==> src/rtl/command_sequencer_if.sv <==
// command_sequencer_if: front-panel inputs and serial bus-command outputs of command_sequencer.
// master = panel/driver side, slave = sequencer side.
interface command_sequencer_if #(
    parameter int unsigned SW_W   = 8,
    parameter int unsigned LANE_W = 2,
    parameter int unsigned N_CH   = 2,
    parameter int unsigned DEPTH  = 4
) ();
    localparam int unsigned CW = $clog2(DEPTH) + 1;

    logic [SW_W-1:0]        switch1;
    logic                   button1;
    logic                   button2;
    logic                   button3;
    logic [N_CH*LANE_W-1:0] data_read;
    logic [LANE_W-1:0]      data_write;
    logic [N_CH-1:0]        valid_read;
    logic                   valid_write;
    logic                   busy;
    logic [CW-1:0]          fifo_count;
    logic                   overflow;
    logic                   bad_ch;

    modport master (
        output switch1, button1, button2, button3,
        input  data_read, data_write, valid_read, valid_write, busy, fifo_count, overflow, bad_ch
    );

    modport slave (
        input  switch1, button1, button2, button3,
        output data_read, data_write, valid_read, valid_write, busy, fifo_count, overflow, bad_ch
    );
endinterface

==> src/rtl/command_sequencer.sv <==
// command_sequencer: captures switch words into a FIFO, then serializes the whole queue MSB-first
// onto the write lane or the addressed read lane. Define CMD_PARITY_EN to append an even-parity
// symbol {zeros, ^word} after each command's data symbols.
module command_sequencer #(
    parameter int unsigned SW_W    = 8,
    parameter int unsigned LANE_W  = 2,
    parameter int unsigned N_CH    = 2,
    parameter int unsigned DEPTH   = 4,
    parameter int unsigned GAP_CYC = 2
) (
    input  logic               clk,
    input  logic               reset,
    command_sequencer_if.slave bus
);
    localparam int unsigned CH_W = (N_CH > 1) ? $clog2(N_CH) : 1;
    localparam int unsigned AW   = (DEPTH > 1) ? $clog2(DEPTH) : 1;
    localparam int unsigned CW   = $clog2(DEPTH) + 1;
`ifdef CMD_PARITY_EN
    localparam int unsigned NSYM = SW_W / LANE_W + 1;
`else
    localparam int unsigned NSYM = SW_W / LANE_W;
`endif
    localparam int unsigned SR_W = NSYM * LANE_W;
    localparam int unsigned SC_W = $clog2(NSYM + 1);
    localparam int unsigned GC_W = $clog2(GAP_CYC + 1);

    typedef enum logic [1:0] {StIdle, StLoad, StShift, StGap} state_e;

    logic [2:0]             r_btn_q, r_rise;
    logic [SW_W-1:0]        r_sw;
    logic [SW_W-1:0]        r_mem [DEPTH];
    logic [AW-1:0]          r_wr_ptr, r_rd_ptr;
    logic [CW-1:0]          r_count;
    state_e                 r_state;
    logic [SR_W-1:0]        r_shift;
    logic [SC_W-1:0]        r_sym_cnt;
    logic [GC_W-1:0]        r_gap_cnt;
    logic                   r_op;
    logic [CH_W-1:0]        r_ch;
    logic [N_CH*LANE_W-1:0] r_data_read;
    logic [LANE_W-1:0]      r_data_write;
    logic [N_CH-1:0]        r_valid_read;
    logic                   r_valid_write, r_busy, r_overflow, r_bad_ch;

    logic                   w_rise1, w_rise2, w_rise3;
    logic                   w_full, w_push, w_pop, w_ovf_set;
    logic [CW-1:0]          w_count_d;
    logic [SW_W-1:0]        w_head;
    logic                   w_head_op, w_head_bad;
    logic [CH_W-1:0]        w_head_ch;
    logic [SR_W-1:0]        w_load_val;
    state_e                 w_state_d;
    logic [SR_W-1:0]        w_shift_d;
    logic [SC_W-1:0]        w_sym_d;
    logic [GC_W-1:0]        w_gap_d;
    logic                   w_op_d, w_bad_d, w_emit, w_emit_op;
    logic [CH_W-1:0]        w_ch_d, w_emit_ch;
    logic [LANE_W-1:0]      w_sym;
    logic [N_CH*LANE_W-1:0] w_dr_d;
    logic [LANE_W-1:0]      w_dw_d;
    logic [N_CH-1:0]        w_vr_d;
    logic                   w_vw_d;

    assign w_rise1 = r_rise[0];
    assign w_rise2 = r_rise[1];
    assign w_rise3 = r_rise[2];

    // Abort outranks push: a button1 rise coinciding with button3 is dropped silently.
    assign w_full    = (r_count == CW'(DEPTH));
    assign w_push    = w_rise1 && !w_rise3 && (!w_full || w_pop);
    assign w_ovf_set = w_rise1 && !w_rise3 && w_full && !w_pop;
    assign w_count_d = (w_push && !w_pop) ? r_count + CW'(1) :
                       (!w_push && w_pop) ? r_count - CW'(1) : r_count;

    assign w_head     = r_mem[r_rd_ptr];
    assign w_head_op  = w_head[SW_W-1];
    assign w_head_ch  = w_head[SW_W-2 -: CH_W];
    assign w_head_bad = !w_head_op && (32'(w_head_ch) >= N_CH);
`ifdef CMD_PARITY_EN
    assign w_load_val = {w_head, LANE_W'(^w_head)};
`else
    assign w_load_val = w_head;
`endif

    // Register the buttons and switches; each rise becomes a one-cycle pulse with its word.
    always_ff @(posedge clk or posedge reset) begin
        if (reset) begin
            r_btn_q <= '0;
            r_rise  <= '0;
            r_sw    <= '0;
        end else begin
            r_btn_q <= {bus.button3, bus.button2, bus.button1};
            r_rise  <= {bus.button3, bus.button2, bus.button1} & ~r_btn_q;
            r_sw    <= bus.switch1;
        end
    end

    // Command FIFO with flush on abort and sticky overflow.
    always_ff @(posedge clk or posedge reset) begin
        if (reset) begin
            for (int i = 0; i < int'(DEPTH); i++) r_mem[i] <= '0;
            r_wr_ptr   <= '0;
            r_rd_ptr   <= '0;
            r_count    <= '0;
            r_overflow <= 1'b0;
        end else if (w_rise3) begin
            r_wr_ptr <= '0;
            r_rd_ptr <= '0;
            r_count  <= '0;
        end else begin
            if (w_push) begin
                r_mem[r_wr_ptr] <= r_sw;
                r_wr_ptr        <= r_wr_ptr + AW'(1);
            end
            if (w_pop) r_rd_ptr <= r_rd_ptr + AW'(1);
            r_count <= w_count_d;
            if (w_ovf_set) r_overflow <= 1'b1;
        end
    end

    // Sequencer next state; symbols are emitted on the transition so the lanes stay registered.
    always_comb begin
        w_state_d = r_state;
        w_shift_d = r_shift;
        w_sym_d   = r_sym_cnt;
        w_gap_d   = r_gap_cnt;
        w_op_d    = r_op;
        w_ch_d    = r_ch;
        w_bad_d   = r_bad_ch;
        w_pop     = 1'b0;
        w_emit    = 1'b0;
        w_emit_op = r_op;
        w_emit_ch = r_ch;
        w_sym     = r_shift[SR_W-1 -: LANE_W];
        if (w_rise3) begin
            w_state_d = StIdle;
        end else begin
            case (r_state)
                StIdle: if (w_rise2 && r_count != '0) w_state_d = StLoad;
                StLoad: begin
                    w_pop  = 1'b1;
                    w_op_d = w_head_op;
                    w_ch_d = w_head_ch;
                    if (w_head_bad) begin
                        w_bad_d   = 1'b1;
                        w_state_d = StGap;
                        w_gap_d   = GC_W'(GAP_CYC - 1);
                    end else begin
                        w_state_d = StShift;
                        w_emit    = 1'b1;
                        w_emit_op = w_head_op;
                        w_emit_ch = w_head_ch;
                        w_sym     = w_load_val[SR_W-1 -: LANE_W];
                        w_shift_d = w_load_val << LANE_W;
                        w_sym_d   = SC_W'(NSYM - 1);
                    end
                end
                StShift: begin
                    if (r_sym_cnt == '0) begin
                        w_state_d = StGap;
                        w_gap_d   = GC_W'(GAP_CYC - 1);
                    end else begin
                        w_emit    = 1'b1;
                        w_shift_d = r_shift << LANE_W;
                        w_sym_d   = r_sym_cnt - SC_W'(1);
                    end
                end
                StGap: begin
                    if (r_gap_cnt == '0) w_state_d = (r_count != '0) ? StLoad : StIdle;
                    else w_gap_d = r_gap_cnt - GC_W'(1);
                end
                default: w_state_d = StIdle;
            endcase
        end
    end

    // Route the emitted symbol to exactly one lane; every other lane stays 0.
    always_comb begin
        w_dr_d = '0;
        w_dw_d = '0;
        w_vr_d = '0;
        w_vw_d = 1'b0;
        if (w_emit) begin
            if (w_emit_op) begin
                w_dw_d = w_sym;
                w_vw_d = 1'b1;
            end else begin
                for (int c = 0; c < int'(N_CH); c++) begin
                    if (w_emit_ch == CH_W'(c)) begin
                        w_dr_d[c*LANE_W +: LANE_W] = w_sym;
                        w_vr_d[c]                  = 1'b1;
                    end
                end
            end
        end
    end

    // Sequencer state, datapath and registered outputs.
    always_ff @(posedge clk or posedge reset) begin
        if (reset) begin
            r_state       <= StIdle;
            r_shift       <= '0;
            r_sym_cnt     <= '0;
            r_gap_cnt     <= '0;
            r_op          <= 1'b0;
            r_ch          <= '0;
            r_bad_ch      <= 1'b0;
            r_busy        <= 1'b0;
            r_data_read   <= '0;
            r_data_write  <= '0;
            r_valid_read  <= '0;
            r_valid_write <= 1'b0;
        end else begin
            r_state       <= w_state_d;
            r_shift       <= w_shift_d;
            r_sym_cnt     <= w_sym_d;
            r_gap_cnt     <= w_gap_d;
            r_op          <= w_op_d;
            r_ch          <= w_ch_d;
            r_bad_ch      <= w_bad_d;
            r_busy        <= (w_state_d != StIdle);
            r_data_read   <= w_dr_d;
            r_data_write  <= w_dw_d;
            r_valid_read  <= w_vr_d;
            r_valid_write <= w_vw_d;
        end
    end

    assign bus.data_read   = r_data_read;
    assign bus.data_write  = r_data_write;
    assign bus.valid_read  = r_valid_read;
    assign bus.valid_write = r_valid_write;
    assign bus.busy        = r_busy;
    assign bus.fifo_count  = r_count;
    assign bus.overflow    = r_overflow;
    assign bus.bad_ch      = r_bad_ch;
endmodule

==> src/flat_wrapper.sv <==
// flat-port wrapper written by rule: the top's interface ports become plain ports
module command_sequencer_flat 
#(
    parameter int unsigned SW_W    = 8,
    parameter int unsigned LANE_W  = 2,
    parameter int unsigned N_CH    = 2,
    parameter int unsigned DEPTH   = 4,
    parameter int unsigned GAP_CYC = 2
)
  (clk, reset, bus_switch1, bus_button1, bus_button2, bus_button3, bus_data_read, bus_data_write, bus_valid_read, bus_valid_write, bus_busy, bus_fifo_count, bus_overflow, bus_bad_ch);
  command_sequencer_if #(.SW_W(SW_W), .LANE_W(LANE_W), .N_CH(N_CH), .DEPTH(DEPTH)) bus_i ();
  input  logic clk;
  input  logic reset;
  input wire logic [$bits(bus_i.switch1)-1:0] bus_switch1;
  input wire logic [$bits(bus_i.button1)-1:0] bus_button1;
  input wire logic [$bits(bus_i.button2)-1:0] bus_button2;
  input wire logic [$bits(bus_i.button3)-1:0] bus_button3;
  output wire logic [$bits(bus_i.data_read)-1:0] bus_data_read;
  output wire logic [$bits(bus_i.data_write)-1:0] bus_data_write;
  output wire logic [$bits(bus_i.valid_read)-1:0] bus_valid_read;
  output wire logic [$bits(bus_i.valid_write)-1:0] bus_valid_write;
  output wire logic [$bits(bus_i.busy)-1:0] bus_busy;
  output wire logic [$bits(bus_i.fifo_count)-1:0] bus_fifo_count;
  output wire logic [$bits(bus_i.overflow)-1:0] bus_overflow;
  output wire logic [$bits(bus_i.bad_ch)-1:0] bus_bad_ch;
  assign bus_i.switch1 = bus_switch1;
  assign bus_i.button1 = bus_button1;
  assign bus_i.button2 = bus_button2;
  assign bus_i.button3 = bus_button3;
  assign bus_data_read = bus_i.data_read;
  assign bus_data_write = bus_i.data_write;
  assign bus_valid_read = bus_i.valid_read;
  assign bus_valid_write = bus_i.valid_write;
  assign bus_busy = bus_i.busy;
  assign bus_fifo_count = bus_i.fifo_count;
  assign bus_overflow = bus_i.overflow;
  assign bus_bad_ch = bus_i.bad_ch;
  command_sequencer #(.SW_W(SW_W), .LANE_W(LANE_W), .N_CH(N_CH), .DEPTH(DEPTH), .GAP_CYC(GAP_CYC)) u_core (.clk(clk), .reset(reset), .bus(bus_i));
endmodule
==> config.mk <==
export PLATFORM = sky130hd
export DESIGN_NAME = command_sequencer_flat
export DESIGN_NICKNAME = d
export VERILOG_FILES = /design/src/rtl/command_sequencer_if.sv /design/src/rtl/command_sequencer.sv /design/src/flat_wrapper.sv
export SDC_FILE = /design/constraint.sdc
export NUM_CORES = 1
export LEC_CHECK = 0
export ABC_AREA = 1
export BUFFER_PORTS_ARGS = -buffer_cell sky130_fd_sc_hd__buf_2
export CAP_MARGIN = 30
export CORE_MARGIN = 2
export CORE_UTILIZATION = 45
export CTS_CLUSTER_DIAMETER = 120
export CTS_CLUSTER_SIZE = 8
export DETAILED_ROUTE_END_ITERATION = 8
export PLACE_DENSITY_LB_ADDON = 0.08
export SYNTH_ARGS = -nofsm -noshare
export SYNTH_HDL_FRONTEND = slang
export SYNTH_SLANG_ARGS = --single-unit
==> constraint.sdc <==
create_clock -name clk -period 3.02 [get_ports clk]
set_input_delay 0.604 -clock clk [delete_from_list [all_inputs] [get_ports clk]]
set_output_delay 0.604 -clock clk [all_outputs]
set_load 0.05 [all_outputs]
==> qor.txt <==
Outcome - completed
Die W - 92.6 um
Worst-path cell chain - inv_1, ha_1, inv_2, nor2_4, inv_4, nand3_4, nand2_4, inv_8, ha_1, fa_1, xor2_1, o22ai_1
Fill cell count - 748
Crit. End Element - register
Initial core utilization - 46.0%
Cell repeated most along the worst path - ha_1
Net Count, Synth - 410
Endpoints failing setup - 0
Design Area, Final - 0.00397 mm^2
Leading area contributor after synthesis - dfrtp_1
Share of post-route cells with drive strength above 1 - 15.3%
Post-CTS Hold Buffers - 0
Worst path required time - 3.26 ns
Final max-slew violation count - 0
RSZ-0062 raised after global routing - no
Worst Hold Class - input port to asynchronous set/reset pin
CTS tree - done
Post-synth top flop - dfrtp_1
HPWL after DPL - 4.30 mm
Clock Sinks - 79
Crit-path max cell delay - 0.40 ns
Largest net degree at the start of global routing - 80
Detailed Route WL - 6.50 mm
Syn Std Cell Area - 0.00354 mm^2
CP Class - register to register
Setup repair bufs after CTS - 0
Via count - 2,436
All-layer global routing usage - 16.9%
Critical Path Source Type - register
Inserted Clock Buffers - 9
Top post-synthesis cells by area - dfrtp_1, nand2_1, inv_1
Synth cell types - 33
Drt first pass iters - 4
CP max stage cell - dfrtp_1
Core region area - 0.00769 mm^2
Via density - 4.68
DRC Markers - 0
Post-synth ARST share - 100%
N_diodes - 0
Io pins - 28
Row count - 32
Final hold vios - 0
Dpl cell area - 0.00375 mm^2
Avg Cell Area, Syn - 9.21 um^2
Mapped Cells - 384
Worst-Skew Late Latency - 0.35 ns
Max Buffers Root-to-Sink - 2
DIE HEIGHT - 92.6 um
Syn. warnings - 0
CTS root buf - clkbuf_8
Number of buffers added on ports - 26
Nets - 440
Post-route setup TNS - 0 ns
Pwr Density - 1010 mW/mm^2
Drt initial violations - 117
Final Critical Period - 2.16 ns
DIE AREA - 0.00858 mm^2
EDFF count, synth - 0
Vias in the first global route - 2,374
Drt wl/cell - 12.5 um
Gr ovfl total - 0
Cts repair resizes - 0
Global-route wire length before repair - 11.3 mm
Register area share after synthesis - 55.9%
Arrival @ worst endpoint - 2.40 ns
P_leak - 2.08 nW
VDD IR-drop max - 0.405 mV
Initial antenna violation count - 0
Final RePlAce weighted congestion - 0.803
Final worst-path cycle share - 71.6%
Max-cap violations - 0
Worst Path Max Fanout - 8
Htree depth - 3
Area grow syn2layout - 12.2%
Share of the synthesized area in the top cell type - 55.9%
Worst Skew - 0.00714 ns
Clock Pin Slew Worst Setup and Hold Paths - 0.08 ns
Final ANT Viol Nets - 0
#FFs+latches synth - 79
Achievable frequency - 0.462 GHz
layout by cell type, fill, tap and decap left out, drive strengths merged:
cell / instances
a21boi: 2
a21oi: 16
a31oi: 1
buf: 29
bufinv: 2
clkbuf: 11
clkinv: 4
conb: 1
dfrtp: 79
fa: 1
ha: 12
inv: 52
nand2: 89
nand3: 17
nor2: 38
nor3: 3
o211ai: 1
o21ai: 51
o21bai: 1
o22ai: 4
or2: 1
xnor2: 1
xor2: 2
power breakdown:
group	internal [mW]	switching, mW	total [mW]
combinational	0.512	1.03	1.54
sequential	1.42	0.199	1.62
clock	0.481	0.364	0.845
critical path, delay by kind of cell (launching register included):
family / cells / cell delay (ns)
compound gates: 1 / 0.08
fa+ha+maj: 3 / 0.82
buf+inv: 4 / 0.35
simple gates: 3 / 0.24
flops: 1 / 0.40
xor+xnor: 1 / 0.16
per-layer routing:
layer,GRT usage (%),routed length [um]
met1,23.6,3310
met2,25.9,2910
met3,2.93,149
met4,8.09,136
met5,0,0
area by class of cell:
class	instances	area [um^2]	area share, %
Clock inverter	4	70.1	1.77
Inverter	54	214	5.39
Sequential cell	79	1980	49.8
Timing Repair Buffer	29	165	4.16
Clock buffer	11	141	3.56
Multi-Input combinational cell	241	1270	32.1
Tap cell	102	128	3.22
path summary, 6_finish.rpt:
| path | from | to | slack (ns) | depth (start not counted) |
|---|---|---|---|---|
| max | u_core.r_state[1] | u_core.bus.fifo_count[2] | 0.86 | 12 |
| min | reset | u_core.r_sw[5] | 0.32 | 3 |
| max reg2reg | u_core.r_state[1] | u_core.bus.fifo_count[2] | 0.86 | 12 |
| min reg2reg | u_core.r_btn_q[1] | u_core.r_rise[1] | 0.39 | 1 |
| max in group asynchronous | reset | u_core.r_mem[22] | 2.35 | 3 |
| min in group clk | bus_switch1[2] | u_core.r_sw[2] | 0.36 | 1 |
metrics by stage:
stage | total power, mW | cells | utilization, % | hold WS [ns] | setup slack, ns
2_1_floorplan | 2.83 | 384 | - | 0.376 | 0.393
3_3_place_gp | 3.16 | 505 | 48.8 | 0.380 | 0.921
3_5_place_dp | 3.19 | 505 | 48.8 | 0.386 | 0.861
4_1_cts | 4.05 | 520 | 51.6 | 0.342 | 0.847
5_1_grt | 4.35 | 520 | 51.6 | 0.338 | 0.716
6_report | 4.01 | 520 | 51.6 | 0.316 | 0.857
sequential cells by signal, indices dropped and copies added, names as in the netlist:
signal and count:
u_core.bus.data_write 2, u_core.bus.overflow 1, u_core.bus.valid_write 1, u_core.r_mem 32, u_core.bus.valid_read 2, u_core.r_gap_cnt 2, u_core.r_op 1, u_core.r_shift 6
u_core.r_state 2, u_core.r_sw 8, u_core.r_rise 3, u_core.r_btn_q 3, u_core.bus.busy 1, u_core.bus.data_read 4, u_core.r_ch 1, u_core.r_sym_cnt 3
u_core.r_wr_ptr 2, u_core.bus.fifo_count 3, u_core.r_rd_ptr 2
logic make-up (layout without fill, tap and decap cells):
family | count (synthesis) | in the layout | share of synthesized area, %
other | 1 | 1 | 0.106
buffers and inverters | 64 | 98 | 8.14
DFF | 79 | 79 | 55.9
and+or+nand+nor | 148 | 148 | 18.1
xor gates and xnor gates | 3 | 3 | 0.743
AOI/OAI and AO/OA | 76 | 76 | 12.2
adders and majority gates | 13 | 13 | 4.81
synthesized netlist by cell type (2+ instances only):
library cell and instances:
a21oi_1 16, nand2_1 84, o21ai_1 24, xor2_1 2, o22ai_1 4, inv_1 50
nor2_1 37, dfrtp_1 79, ha_1 12, nand2_4 5, clkbuf_1 2, buf_6 4
o21ai_0 19, nor3_1 3, o21ai_2 8, buf_2 3, nand3_1 16
(Power assumes the default switching activity.)
